## src/rtl/fx3_pkg.sv

```systemverilog
// Shared types and default constants for the FX3 GPIF burst scheduler.
package fx3_pkg;

    typedef enum logic [2:0] {
        ST_IDLE,
        ST_ARM,
        ST_WRITE,
        ST_WM_DRAIN,
        ST_TURNAROUND
    } state_t;

    localparam int BURST_LEN_DEF  = 8192;
    localparam int WM_LATENCY_DEF = 3;
    localparam int TURNAROUND_DEF = 2;
    localparam int CNT_W          = 16;

endpackage

```

## src/rtl/sat_event_counter.sv

```systemverilog
// Event counter that counts one per cycle with inc high and holds at all-ones.
module sat_event_counter #(
    parameter int WIDTH = 16
) (
    input  logic             clock,
    input  logic             nReset,
    input  logic             inc,
    output logic [WIDTH-1:0] count
);

    logic [WIDTH-1:0] count_q;

    // NOTE: registers use non-blocking assignment so every flop samples pre-edge values.
    always_ff @(posedge clock or negedge nReset) begin
        if (!nReset) begin
            count_q <= '0;
        end else if (inc && (count_q != '1)) begin
            count_q <= count_q + WIDTH'(1);
        end
    end

    assign count = count_q;

endmodule

```

## src/rtl/fx3_burst_scheduler.sv

```systemverilog
// Burst state machine gating FIFO reads onto FX3 GPIF thread 0 with watermark drain,
// turnaround gaps and saturating overflow/underrun/abort counters.
module fx3_burst_scheduler #(
    parameter int BURST_LEN  = fx3_pkg::BURST_LEN_DEF,
    parameter int WM_LATENCY = fx3_pkg::WM_LATENCY_DEF,
    parameter int TURNAROUND = fx3_pkg::TURNAROUND_DEF,
    parameter int CNT_W      = fx3_pkg::CNT_W
) (
    input  logic             fx3_clock,
    input  logic             fx3_nReset,
    input  logic             fx3_nReady,
    input  logic             fx3_th0Ready,
    input  logic             fx3_th0Watermark,
    input  logic             fifoEmpty,
    input  logic             fifoHalfFull,
    input  logic             fifoFull,
    output logic             fx3_nWrite,
    output logic             fifoReadAck,
    output logic             burstActive,
    output logic [CNT_W-1:0] overflowCount,
    output logic [CNT_W-1:0] underrunCount,
    output logic [CNT_W-1:0] abortCount
);
    import fx3_pkg::*;

    localparam int WC_W = $clog2(BURST_LEN + 1);
    localparam int DR_W = $clog2(WM_LATENCY + 1);
    localparam int TA_W = $clog2(TURNAROUND + 1);

    state_t          state_q, state_d;
    logic [WC_W-1:0] word_q, word_d;
    logic [DR_W-1:0] drain_q, drain_d;
    logic [TA_W-1:0] ta_q, ta_d;
    logic            nwrite_q, nwrite_d;
    logic            active_q, active_d;
    logic            wm_q, full_q;
    logic            wm_rise, full_rise, underrun_inc, abort_inc;

    assign wm_rise   = fx3_th0Watermark && !wm_q;
    assign full_rise = fifoFull && !full_q;

    always_comb begin
        // NOTE: every output of this block gets a default first, so no path can infer a latch.
        state_d      = state_q;
        word_d       = word_q;
        drain_d      = drain_q;
        ta_d         = ta_q;
        nwrite_d     = 1'b1;
        underrun_inc = 1'b0;
        abort_inc    = 1'b0;

        case (state_q)
            ST_IDLE: begin
                if (!fx3_nReady && fifoHalfFull) state_d = ST_ARM;
            end
            ST_ARM: begin
                if (fx3_nReady) state_d = ST_IDLE;
                else if (!fx3_th0Ready && !fifoEmpty) state_d = ST_WRITE;
            end
            ST_WRITE, ST_WM_DRAIN: begin
                nwrite_d     = fifoEmpty;
                underrun_inc = fifoEmpty;
                if (!fifoEmpty) word_d = word_q + WC_W'(1);
                // Terminal count wins over the watermark; the drain count includes this cycle's word.
                if (!fifoEmpty && (word_q == WC_W'(BURST_LEN - 1))) begin
                    state_d = ST_TURNAROUND;
                end else if (state_q == ST_WM_DRAIN) begin
                    if (!fifoEmpty) begin
                        drain_d = drain_q - DR_W'(1);
                        if (drain_q == DR_W'(1)) state_d = ST_TURNAROUND;
                    end
                end else if (wm_rise) begin
                    drain_d = DR_W'(WM_LATENCY) - DR_W'(!fifoEmpty);
                    state_d = (drain_d == '0) ? ST_TURNAROUND : ST_WM_DRAIN;
                end
            end
            ST_TURNAROUND: begin
                word_d = '0;
                ta_d   = ta_q + TA_W'(1);
                if (ta_q == TA_W'(TURNAROUND - 1)) begin
                    ta_d    = '0;
                    state_d = ST_IDLE;
                end
            end
            default: state_d = ST_IDLE;
        endcase

        if (fx3_nReady && (state_q != ST_IDLE)) begin
            state_d      = ST_IDLE;
            nwrite_d     = 1'b1;
            word_d       = '0;
            ta_d         = '0;
            underrun_inc = 1'b0;
            abort_inc    = (state_q == ST_WRITE) || (state_q == ST_WM_DRAIN);
        end

        // Kept high through the last word even though the state has already moved on.
        active_d = (state_d == ST_WRITE) || (state_d == ST_WM_DRAIN) || !nwrite_d;
    end

    always_ff @(posedge fx3_clock or negedge fx3_nReset) begin
        if (!fx3_nReset) begin
            state_q  <= ST_IDLE;
            word_q   <= '0;
            drain_q  <= '0;
            ta_q     <= '0;
            nwrite_q <= 1'b1;
            active_q <= 1'b0;
            wm_q     <= 1'b0;
            full_q   <= 1'b0;
        end else begin
            state_q  <= state_d;
            word_q   <= word_d;
            drain_q  <= drain_d;
            ta_q     <= ta_d;
            nwrite_q <= nwrite_d;
            active_q <= active_d;
            wm_q     <= fx3_th0Watermark;
            full_q   <= fifoFull;
        end
    end

    assign fx3_nWrite  = nwrite_q;
    assign fifoReadAck = !nwrite_q;
    assign burstActive = active_q;

    sat_event_counter #(.WIDTH(CNT_W)) u_overflow_cnt (
        .clock(fx3_clock), .nReset(fx3_nReset), .inc(full_rise), .count(overflowCount)
    );
    sat_event_counter #(.WIDTH(CNT_W)) u_underrun_cnt (
        .clock(fx3_clock), .nReset(fx3_nReset), .inc(underrun_inc), .count(underrunCount)
    );
    sat_event_counter #(.WIDTH(CNT_W)) u_abort_cnt (
        .clock(fx3_clock), .nReset(fx3_nReset), .inc(abort_inc), .count(abortCount)
    );

endmodule

```

## config.mk

```make
export PLATFORM = sky130hd
export DESIGN_NAME = fx3_burst_scheduler
export DESIGN_NICKNAME = d
export VERILOG_FILES = /design/src/rtl/fx3_pkg.sv /design/src/rtl/sat_event_counter.sv /design/src/rtl/fx3_burst_scheduler.sv
export SDC_FILE = /design/constraint.sdc
export NUM_CORES = 1
export LEC_CHECK = 0
export CAP_MARGIN = 20
export CELL_PAD_IN_SITES_DETAIL_PLACEMENT = 1
export CELL_PAD_IN_SITES_GLOBAL_PLACEMENT = 1
export CORE_UTILIZATION = 45
export CTS_CLUSTER_SIZE = 25
export DETAILED_ROUTE_END_ITERATION = 8
export PLACE_DENSITY_LB_ADDON = 0.3
export SYNTH_ARGS = -nofsm -noshare
export SYNTH_HDL_FRONTEND = slang
export SYNTH_SLANG_ARGS = --single-unit
```

## constraint.sdc

```tcl
create_clock -name fx3_clock -period 3.38 [get_ports fx3_clock]
set_input_delay 0.676 -clock fx3_clock [delete_from_list [all_inputs] [get_ports fx3_clock]]
set_output_delay 0.676 -clock fx3_clock [all_outputs]
set_load 0.02 [all_outputs]
```

==> flow_metrics.tcl, run 1 <==
set metrics [dict create \
    outcome "finished, final reports clean" \
    dieHeight_um 93.01 \
    wl_um 9311 \
    dr.pass1.iters 4 \
    synth-warning-count 0 \
    yosysUniqueCellTypes 48 \
    grt_antenna_before_repair 0 \
    fin_nets 439 \
    mostFrequentLayoutCells "dfrtp_1, clkdlybuf4s50_1, nand3_1" \
    place_congestion 0.7829 \
    clk_latency_ns 0.35 \
    regToRegSetupSlack_ns 1.32 \
    worst_pin_slew_ns 0.6642 \
    synth_nets 381 \
    io_pins 59 \
    leakage_nw 1.926 \
    r2r-end "word_q[9]$_DFFE_PN0P_" \
    fill_cells 896 \
    synthCells 368 \
    area_delta_synth_final_pct 24.40 \
    finalSetupViolCount 0 \
    period_minus_slack_ns 2.513 \
    design.core.area_mm2 0.007888 \
    period_share_pct 74.35 \
    hold_viol_final 0 \
    drive_gt1_share_pct 5.800 \
    die_w_um 93.01 \
    cp.arrival_ns 2.75 \
    hp-class "in -> async" \
    grt_max_degree 73 \
    place_hpwl_um 6356 \
    numClockSinks 73 \
    crit_chain "clkdlybuf4s50_1, nand4bb_1, nor4_2, nand4_1, xnor2_1" \
    grt_setup_unrepaired "no" \
    vias 3118 \
    cts_tree "built" \
    clk_pin_slew_worst_paths_ns 0.08 \
    cts_root_buf "clkbuf_8" \
    p_total_mw 2.704 \
    place.port_buffers 58 \
    slew_headroom_pct 55.38 \
    drc 0 \
    worstPathRequired_ns 3.62 \
    hold_buffers 0 \
    wl_per_cell_um 17.47 \
    initial_core_util_pct 47.26 \
    ant_nets 0 \
    finalSetupTns_ns 0 \
    start_kind "input port" \
    rr_worst_depth 5 \
    fp.dieArea_mm2 0.008651 \
    slowest_stage "clkdlybuf4s50_1" \
    syn_area_per_cell_um2 10.13 \
    max_stage_delay_ns 0.65 \
    drt_iter0_markers 135 \
    crit_fanout 14 \
    grt_usage_pct 23.35 \
    cts_buffers 9 \
    ys_seq_area_share_pct 49.04 \
    cp-end-kind "flip-flop" \
    cts_resized 0 \
    placementRows 32 \
    htree_levels 3 \
    synth_edf_count 0 \
    vias_per_cell 5.850 \
    grt_overflow_total 0 \
    fmax_ghz 0.3979 \
    drv_cap 0 \
    irDropWorstVdd_v 0.0003155 \
    timing.rr.start "state_q[2]$_DFF_PN0_" \
    maxSlewViolCount 0 \
    grt_pass1_vias 3233 \
    skew_ns 0.01077 \
    postCtsSetupBuffers 0 \
    final_common_cell "dfrtp_1" \
    cts_buffer_depth 2 \
    powerDensity_mw_per_mm2 583.1 \
    crit_type "in -> reg" \
    synthArstFlopShare_pct 100.0 \
    ys_seq_elements 73 \
    synth_ff_type "dfrtp_1" \
    synth_area_mm2 0.003727 \
    antennaDiodeCount 0 \
    grt_pass1_wl_um 15980 \
]
## cells by family (layout without fill, tap and decap cells)
logic type	count (synthesis)	in the layout	share of synthesized area, %
compound gates	53	53	8.493
xor+xnor	42	42	9.869
fa+ha+maj	5	5	1.678
buf+inv	25	88	2.954
flops	73	73	49.04
mux	7	7	2.014
simple gates	163	163	25.95
## per-stage QoR
stage	cell area (um2)	setup slack (ns)	utilization [%]	hold WS [ns]	cells
after detailed placement	4393	0.4529	55.69	0.4870	517
after CTS	4637	0.8713	58.79	0.1137	533
after floorplan	3727	1.468	-	0.3804	368
final	4637	0.8671	58.79	0.1164	533
after global routing	4637	0.6961	58.79	0.1060	533
after global placement	4393	0.6717	55.69	0.4674	517
## sequential cells by signal (all words and copies together) (netlist names)
signal and cells:
u_overflow_cnt.count 16, drain_q 2, wm_q 1, full_q 1, u_underrun_cnt.count 16, u_abort_cnt.count 16
word_q 14, fx3_nWrite 1, ta_q 2, state_q 3, burstActive 1
## power breakdown
part | leakage [nW] | internal [mW] | switching [mW] | total (mW)
clock | 0.120 | 0.510 | 0.338 | 0.847
combinational | 0.825 | 0.303 | 0.373 | 0.677
sequential | 0.981 | 0.994 | 0.186 | 1.18
## how the worst max path moves through the flow
stage,start,endpoint,depth (start not counted)
floorplan,u_abort_cnt.count[0]$_DFFE_PN0P_,u_abort_cnt.count[1]$_DFFE_PN0P_,6
finish,fx3_nReady,u_underrun_cnt.count[13]$_DFFE_PN0P_,5
detailed placement,fx3_nReady,u_underrun_cnt.count[13]$_DFFE_PN0P_,5
global placement,fx3_nReady,u_underrun_cnt.count[13]$_DFFE_PN0P_,5
CTS,fx3_nReady,u_underrun_cnt.count[13]$_DFFE_PN0P_,5
global route,fx3_nReady,u_underrun_cnt.count[10]$_DFFE_PN0P_,5
## final cells by class
type,instances,area (um2),area share (%)
sequential,73,1828,39.42
multi-input combinational,270,1789,38.59
timing repair buffer,60,603.1,13.01
clock buffer,11,141.4,3.049
tap,102,127.6,2.752
clock inverter,5,102.6,2.213
inverter,12,45.04,0.9714
## per-layer routing
layer	up-vias	GRT usage (%)	part of all wire, %	wire [um]
met5	-	0	0	0
met4	0	9.103	1.9	175
met3	13	3.415	2.6	238
met2	60	38.66	49	4539
met1	1585	30.88	47	4358
li1	1460	-	-	-
## cells in the mapped netlist, types with 5 or more instances
cell      count  area share (%)
xnor2_1      24             5.6
dfrtp_1      72              48
o31ai_1       5             1.0
nor3_1       11             1.5
nand3_1      26             3.5
clkbuf_1      6            0.60
nand2_1      22             2.2
nor2_1       12             1.2
and3_1       10             1.7
or4_1         8             1.6
or3_1         8             1.3
nand2b_1      6             1.0
a21oi_1      22             3.0
nand4_1      18             3.0
o21ai_0      11             1.5
nor3b_1       5             1.0
and4_1       11             2.6
xor2_1       18             4.2
nor4_1        5            0.84
inv_1        12             1.2
ha_1          5             1.7
## worst max-delay path, delay by kind of cell
family | cells | cell delay (ns)
XOR/XNOR | 1 | 0.17
AND/OR/NAND/NOR | 3 | 1.26
buffers and inverters | 1 | 0.65
Power figures use the tool's default switching activity.
==> inputs of run 2 (changes only) <==
Settings changed: CORE_UTILIZATION 45 to 38.
Clock period 3.38 ns to 2 ns, I/O delays scaled along.
==> run 2 against run 1 <==
Effect of this change: critical path type is now reg -> out; non-clock buffer count up 32; highest routed layer unchanged; worst hold slack worse by 0.063 ns; critical path depth down 4; via count up 2.3%; largest cell class unchanged; sequential share of layout area down 2.1 points.
==> flow_metrics.tcl, run 2 (same netlist as run 1, synthesis figures left out) <==
set metrics [dict create \
    maxSlewViolCount 0 \
    regToRegSetupSlack_ns 0.13 \
    grt_usage_pct 20.31 \
    setup.worst_path.start "u_abort_cnt.count[4]$_DFFE_PN0P_" \
    vias 3190 \
    finalSetupViolCount 0 \
    numClockSinks 73 \
    grt_pass1_wl_um 16410 \
    vias_per_cell 5.389 \
    utilization_pct 52.32 \
    cp_top_family "buffers and inverters" \
    crit_type "reg -> out" \
    hold_viol_final 0 \
    cts_tree "built" \
    wl_per_cell_um 16.01 \
    mostFrequentLayoutCells "dfrtp_1, clkdlybuf4s50_1, buf_4" \
    place_congestion 0.8099 \
    r2r-end "state_q[0]$_DFF_PN0_" \
    dieHeight_um 101.0 \
    final_common_cell "dfrtp_1" \
    period_minus_slack_ns 1.900 \
    crit_fanout 8 \
    timing.rr.start "word_q[0]$_DFFE_PN0P_" \
    outcome "finished, final reports clean" \
    drc 0 \
    drt_iter0_markers 77 \
    rr_worst_depth 5 \
    cp.arrival_ns 1.50 \
    placementRows 35 \
    fp.dieArea_mm2 0.01021 \
    drv_cap 0 \
    place.port_buffers 58 \
    worst-path-buf-inv 1 \
    fill_cells 1075 \
    crit_chain "clkdlybuf4s50_1" \
    crit_end "abortCount[4]" \
    irDropWorstVdd_v 0.0006309 \
    die_w_um 101.0 \
    cts_root_buf "clkbuf_8" \
    area_delta_synth_final_pct 31.55 \
    worstSetupPathDepth 1 \
    worst_pin_slew_ns 0.3985 \
    grt_max_degree 74 \
    start_kind "flip-flop" \
    grt_antenna_before_repair 0 \
    skew_ns 0.01215 \
    period_share_pct 94.98 \
    grt_overflow_total 0 \
    initial_core_util_pct 39.77 \
    cts_buffer_depth 2 \
    htree_levels 3 \
    design.core.area_mm2 0.009371 \
    slowest_stage "clkdlybuf4s50_1" \
    hp-class "in -> async" \
    clk_pin_slew_worst_paths_ns 0.08 \
    io_pins 59 \
    worstPathRequired_ns 1.60 \
    ant_nets 0 \
    grt_pass1_vias 3350 \
    place_hpwl_um 6618 \
    drive_gt1_share_pct 12.96 \
    max_stage_delay_ns 0.66 \
    fmax_ghz 0.5264 \
    fin_nets 471 \
    antennaDiodeCount 0 \
    cp-end-kind "primary output" \
    powerDensity_mw_per_mm2 943.3 \
    clk_latency_ns 0.36 \
    dr.pass1.iters 4 \
    slew_headroom_pct 73.19 \
    postPlaceCellArea_mm2 0.004672 \
    fin_area_mm2 0.004903 \
    fin_worst_hold_slack_ns 0.05380 \
    cts_buffers 9 \
    leakage_nw 2.086 \
    wl_um 9476 \
]
==> run 2: changes by cell type in the layout (fill, tap and decap cells not counted), sizes merged <==
cell | previous run | this run
buf | 3 | 35
bufinv | 3 | 2
clkbuf | 11 | 9
clkinv | 1 | 4
clkinvlp | 1 | 0
inv | 12 | 13
==> run 2: timing repair <==
item	in CTS	in global routing
endpoints found under the setup margin	0	2
setup buffers	0	1
resized for setup	0	2
hold buffers	0	0
==> run 2: routing by layer <==
layer,part of all wire [%],track usage [%],vias up
li1,-,-,1534
met1,45,26.77,1599
met2,51,33.75,47
met3,2.5,3.467,10
met4,1.5,6.912,0
met5,0,0,-
==> run 2: worst min path at each step <==
stage | from | to | slack, ns | cells past startpoint
2_1_floorplan | fx3_nReset | burstActive$_DFF_PN0_ | 0.10 | 0
6_report | fx3_nReset | u_underrun_cnt.count[11]$_DFFE_PN0P_ | 0.05 | 2
4_1_cts | fx3_nReset | u_underrun_cnt.count[3]$_DFFE_PN0P_ | 0.08 | 2
3_3_place_gp | fx3_nReset | u_underrun_cnt.count[10]$_DFFE_PN0P_ | 0.47 | 2
3_5_place_dp | fx3_nReset | u_underrun_cnt.count[11]$_DFFE_PN0P_ | 0.47 | 2
5_1_grt | fx3_nReset | u_underrun_cnt.count[11]$_DFFE_PN0P_ | 0.07 | 2
==> run 2: where the power goes <==
group / switching (mW) / internal (mW) / leakage (nW)
clock: 0.581 / 0.702 / 0.113
sequential: 0.240 / 1.68 / 0.981
combinational: 0.743 / 0.679 / 0.992
==> run 2: cell type report <==
type	instances	area, um2	area share, %
clock buffers	9	123.9	2.526
clock inverters	7	92.59	1.888
inverters	12	45.04	0.9186
multi-input cells	270	1797	36.64
flip-flops and latches	73	1828	37.28
well taps	129	161.4	3.292
repair buffers	92	855.8	17.45
==> run 2: per-stage QoR <==
stage | std cells | setup WS, ns | total power [mW] | TNS (ns)
2_1_floorplan | 368 | 0.08792 | 2.646 | 0
3_3_place_gp | 575 | -0.1199 | 3.294 | -1.199
3_5_place_dp | 575 | -0.1963 | 3.361 | -2.821
4_1_cts | 591 | 0.01114 | 4.667 | 0
5_1_grt | 592 | -0.005161 | 4.893 | -0.005161
6_report | 592 | 0.1003 | 4.626 | 0
==> inputs of run 3 (changes only) <==
Settings changed: CORE_ASPECT_RATIO from default to 1.25.
==> run 3 against run 2 <==
Effect of this change: critical path depth grew 4; fmax grew 1.6%; cell count shrank 0.51%; sequential power is essentially flat; sequential cell count is the same; highest routed layer unchanged.
==> flow_metrics.tcl, run 3 (same netlist as run 1, synthesis figures left out) <==
set metrics [dict create \
    outcome "finished, final reports clean" \
    max_stage_delay_ns 0.51 \
    fin_nets 471 \
    ant_nets 0 \
    maxSlewViolCount 0 \
    stdcell_count 589 \
    fin_area_mm2 0.004982 \
    drv_cap 0 \
    dp_slack_ns -0.1728 \
    finalSetupTns_ns 0 \
    placementRows 40 \
    cts_buffers 9 \
    cts_root_buf "clkbuf_16" \
    grt_overflow_total 0 \
    regToRegSetupSlack_ns 0.13 \
    grt_max_degree 43 \
    fp.dieArea_mm2 0.01021 \
    htree_levels 3 \
    fin_worst_hold_slack_ns 0.4223 \
    cp.arrival_ns 2.13 \
    cp-end-kind "flip-flop" \
    dr_wl_met3_um 265 \
    dieHeight_um 112.7 \
    irDropWorstVdd_v 0.0005111 \
    grt_pass1_wl_um 16220 \
    crit_chain "ha_1, and4_1, and4_1, or4_1, a21oi_1" \
    place_congestion 0.8019 \
    io_pins 59 \
    mostFrequentLayoutCells "dfrtp_1, clkdlybuf4s50_1, buf_4" \
    drt_iter0_markers 77 \
    wl_per_cell_um 15.97 \
    vias_per_cell 5.411 \
    placed_cells 572 \
    grt_setup_unrepaired "no" \
    clk_latency_ns 0.34 \
    wl_met1_um 3992 \
    hold_viol_final 0 \
    leakage_nw 2.122 \
    utilization_pct 52.12 \
    postCtsSetupBuffers 0 \
    period_share_pct 93.48 \
    die_w_um 90.59 \
    crit_fanout 5 \
    slowest_stage "or4_1" \
    skew_ns 0.005600 \
    grt_pass1_vias 3299 \
    initial_core_util_pct 38.99 \
    dr.pass1.iters 4 \
    wl_um 9405 \
    place_hpwl_um 6822 \
    cts_buffer_depth 2 \
    final_common_cell "dfrtp_1" \
    setup_ws_ns 0.1304 \
    antennaDiodeCount 0 \
    start_kind "flip-flop" \
    dr.max_layer_used "met4" \
    p_total_mw 4.968 \
    numClockSinks 73 \
    drc 0 \
    route.met2.wl_um 4983 \
    period_minus_slack_ns 1.870 \
    crit_top_cell "and4_1" \
    drive_gt1_share_pct 12.53 \
    clk_pin_slew_worst_paths_ns 0.06 \
    worstPathRequired_ns 2.26 \
    postPlaceCellArea_mm2 0.004671 \
    place.port_buffers 58 \
    design.core.area_mm2 0.009559 \
    area_delta_synth_final_pct 33.67 \
    grt_antenna_before_repair 0 \
    worst_pin_slew_ns 0.3449 \
    slew_headroom_pct 77.01 \
    crit_type "reg -> reg" \
    timing.rr.start "word_q[0]$_DFFE_PN0P_" \
    fmax_ghz 0.5349 \
    finalSetupViolCount 0 \
    r2r-end "state_q[0]$_DFF_PN0_" \
    hp-class "in -> async" \
    powerDensity_mw_per_mm2 997.2 \
    rr_worst_depth 5 \
    vias 3187 \
    cts_tree "built" \
    grt_usage_pct 20.08 \
]
-- run 3: cell types whose count changed in the layout (fill, tap and decap cells not counted), sizes merged --
| cell | before | now |
|---|---|---|
| buf | 35 | 34 |
| bufinv | 2 | 1 |
| clkbuf | 9 | 10 |
| clkinvlp | 0 | 1 |
| dlygate4sd3 | 0 | 1 |
| inv | 13 | 12 |
-- run 3: repair_timing --
item / 4_1_cts / 5_1_grt
hold endpoints to repair: 5 / 0
gates resized for setup: 0 / 1
endpoints found under the setup margin: 0 / 8
hold buffers: 1 / 0
-- run 3: cell type report --
class,count,area (um2)
multi-input cells,270,1794
fillers,1073,4577
inverters,12,45.04
clock buffers,10,239.0
repair buffers,92,860.8
flip-flops and latches,73,1828
clock inverters,6,57.56
well taps,126,157.7
-- run 3: worst max path at each step --
| stage | startpoint | end | slack (ns) |
|---|---|---|---|
| 3_5_place_dp | fx3_nReady | word_q[11]$_DFFE_PN0P_ | -0.17 |
| 2_1_floorplan | u_abort_cnt.count[0]$_DFFE_PN0P_ | u_abort_cnt.count[1]$_DFFE_PN0P_ | 0.09 |
| 3_3_place_gp | fx3_nReady | word_q[9]$_DFFE_PN0P_ | -0.13 |
| 6_report | word_q[0]$_DFFE_PN0P_ | state_q[0]$_DFF_PN0_ | 0.13 |
| 5_1_grt | word_q[0]$_DFFE_PN0P_ | state_q[0]$_DFF_PN0_ | 0.05 |
| 4_1_cts | state_q[1]$_DFF_PN0_ | word_q[11]$_DFFE_PN0P_ | 0.09 |
-- run 3: where the power goes --
| part | switching, mW | internal [mW] |
|---|---|---|
| Clock | 0.621 | 0.990 |
| Combinational | 0.733 | 0.683 |
| Sequential | 0.258 | 1.68 |
-- run 3: critical path: cells and delay by family, from the launching register on --
| kind | cells | cell delay [ns] |
|---|---|---|
| fa+ha+maj | 1 | 0.25 |
| compound gates | 1 | 0.15 |
| simple gates | 3 | 0.98 |
| flops | 1 | 0.42 |
-- run 3: routing by layer --
metal | vias to the layer above | GRT usage (%)
met5 | - | 0
met4 | 0 | 8.172
met1 | 1584 | 23.81
li1 | 1538 | -
met2 | 50 | 35.30
met3 | 15 | 4.234
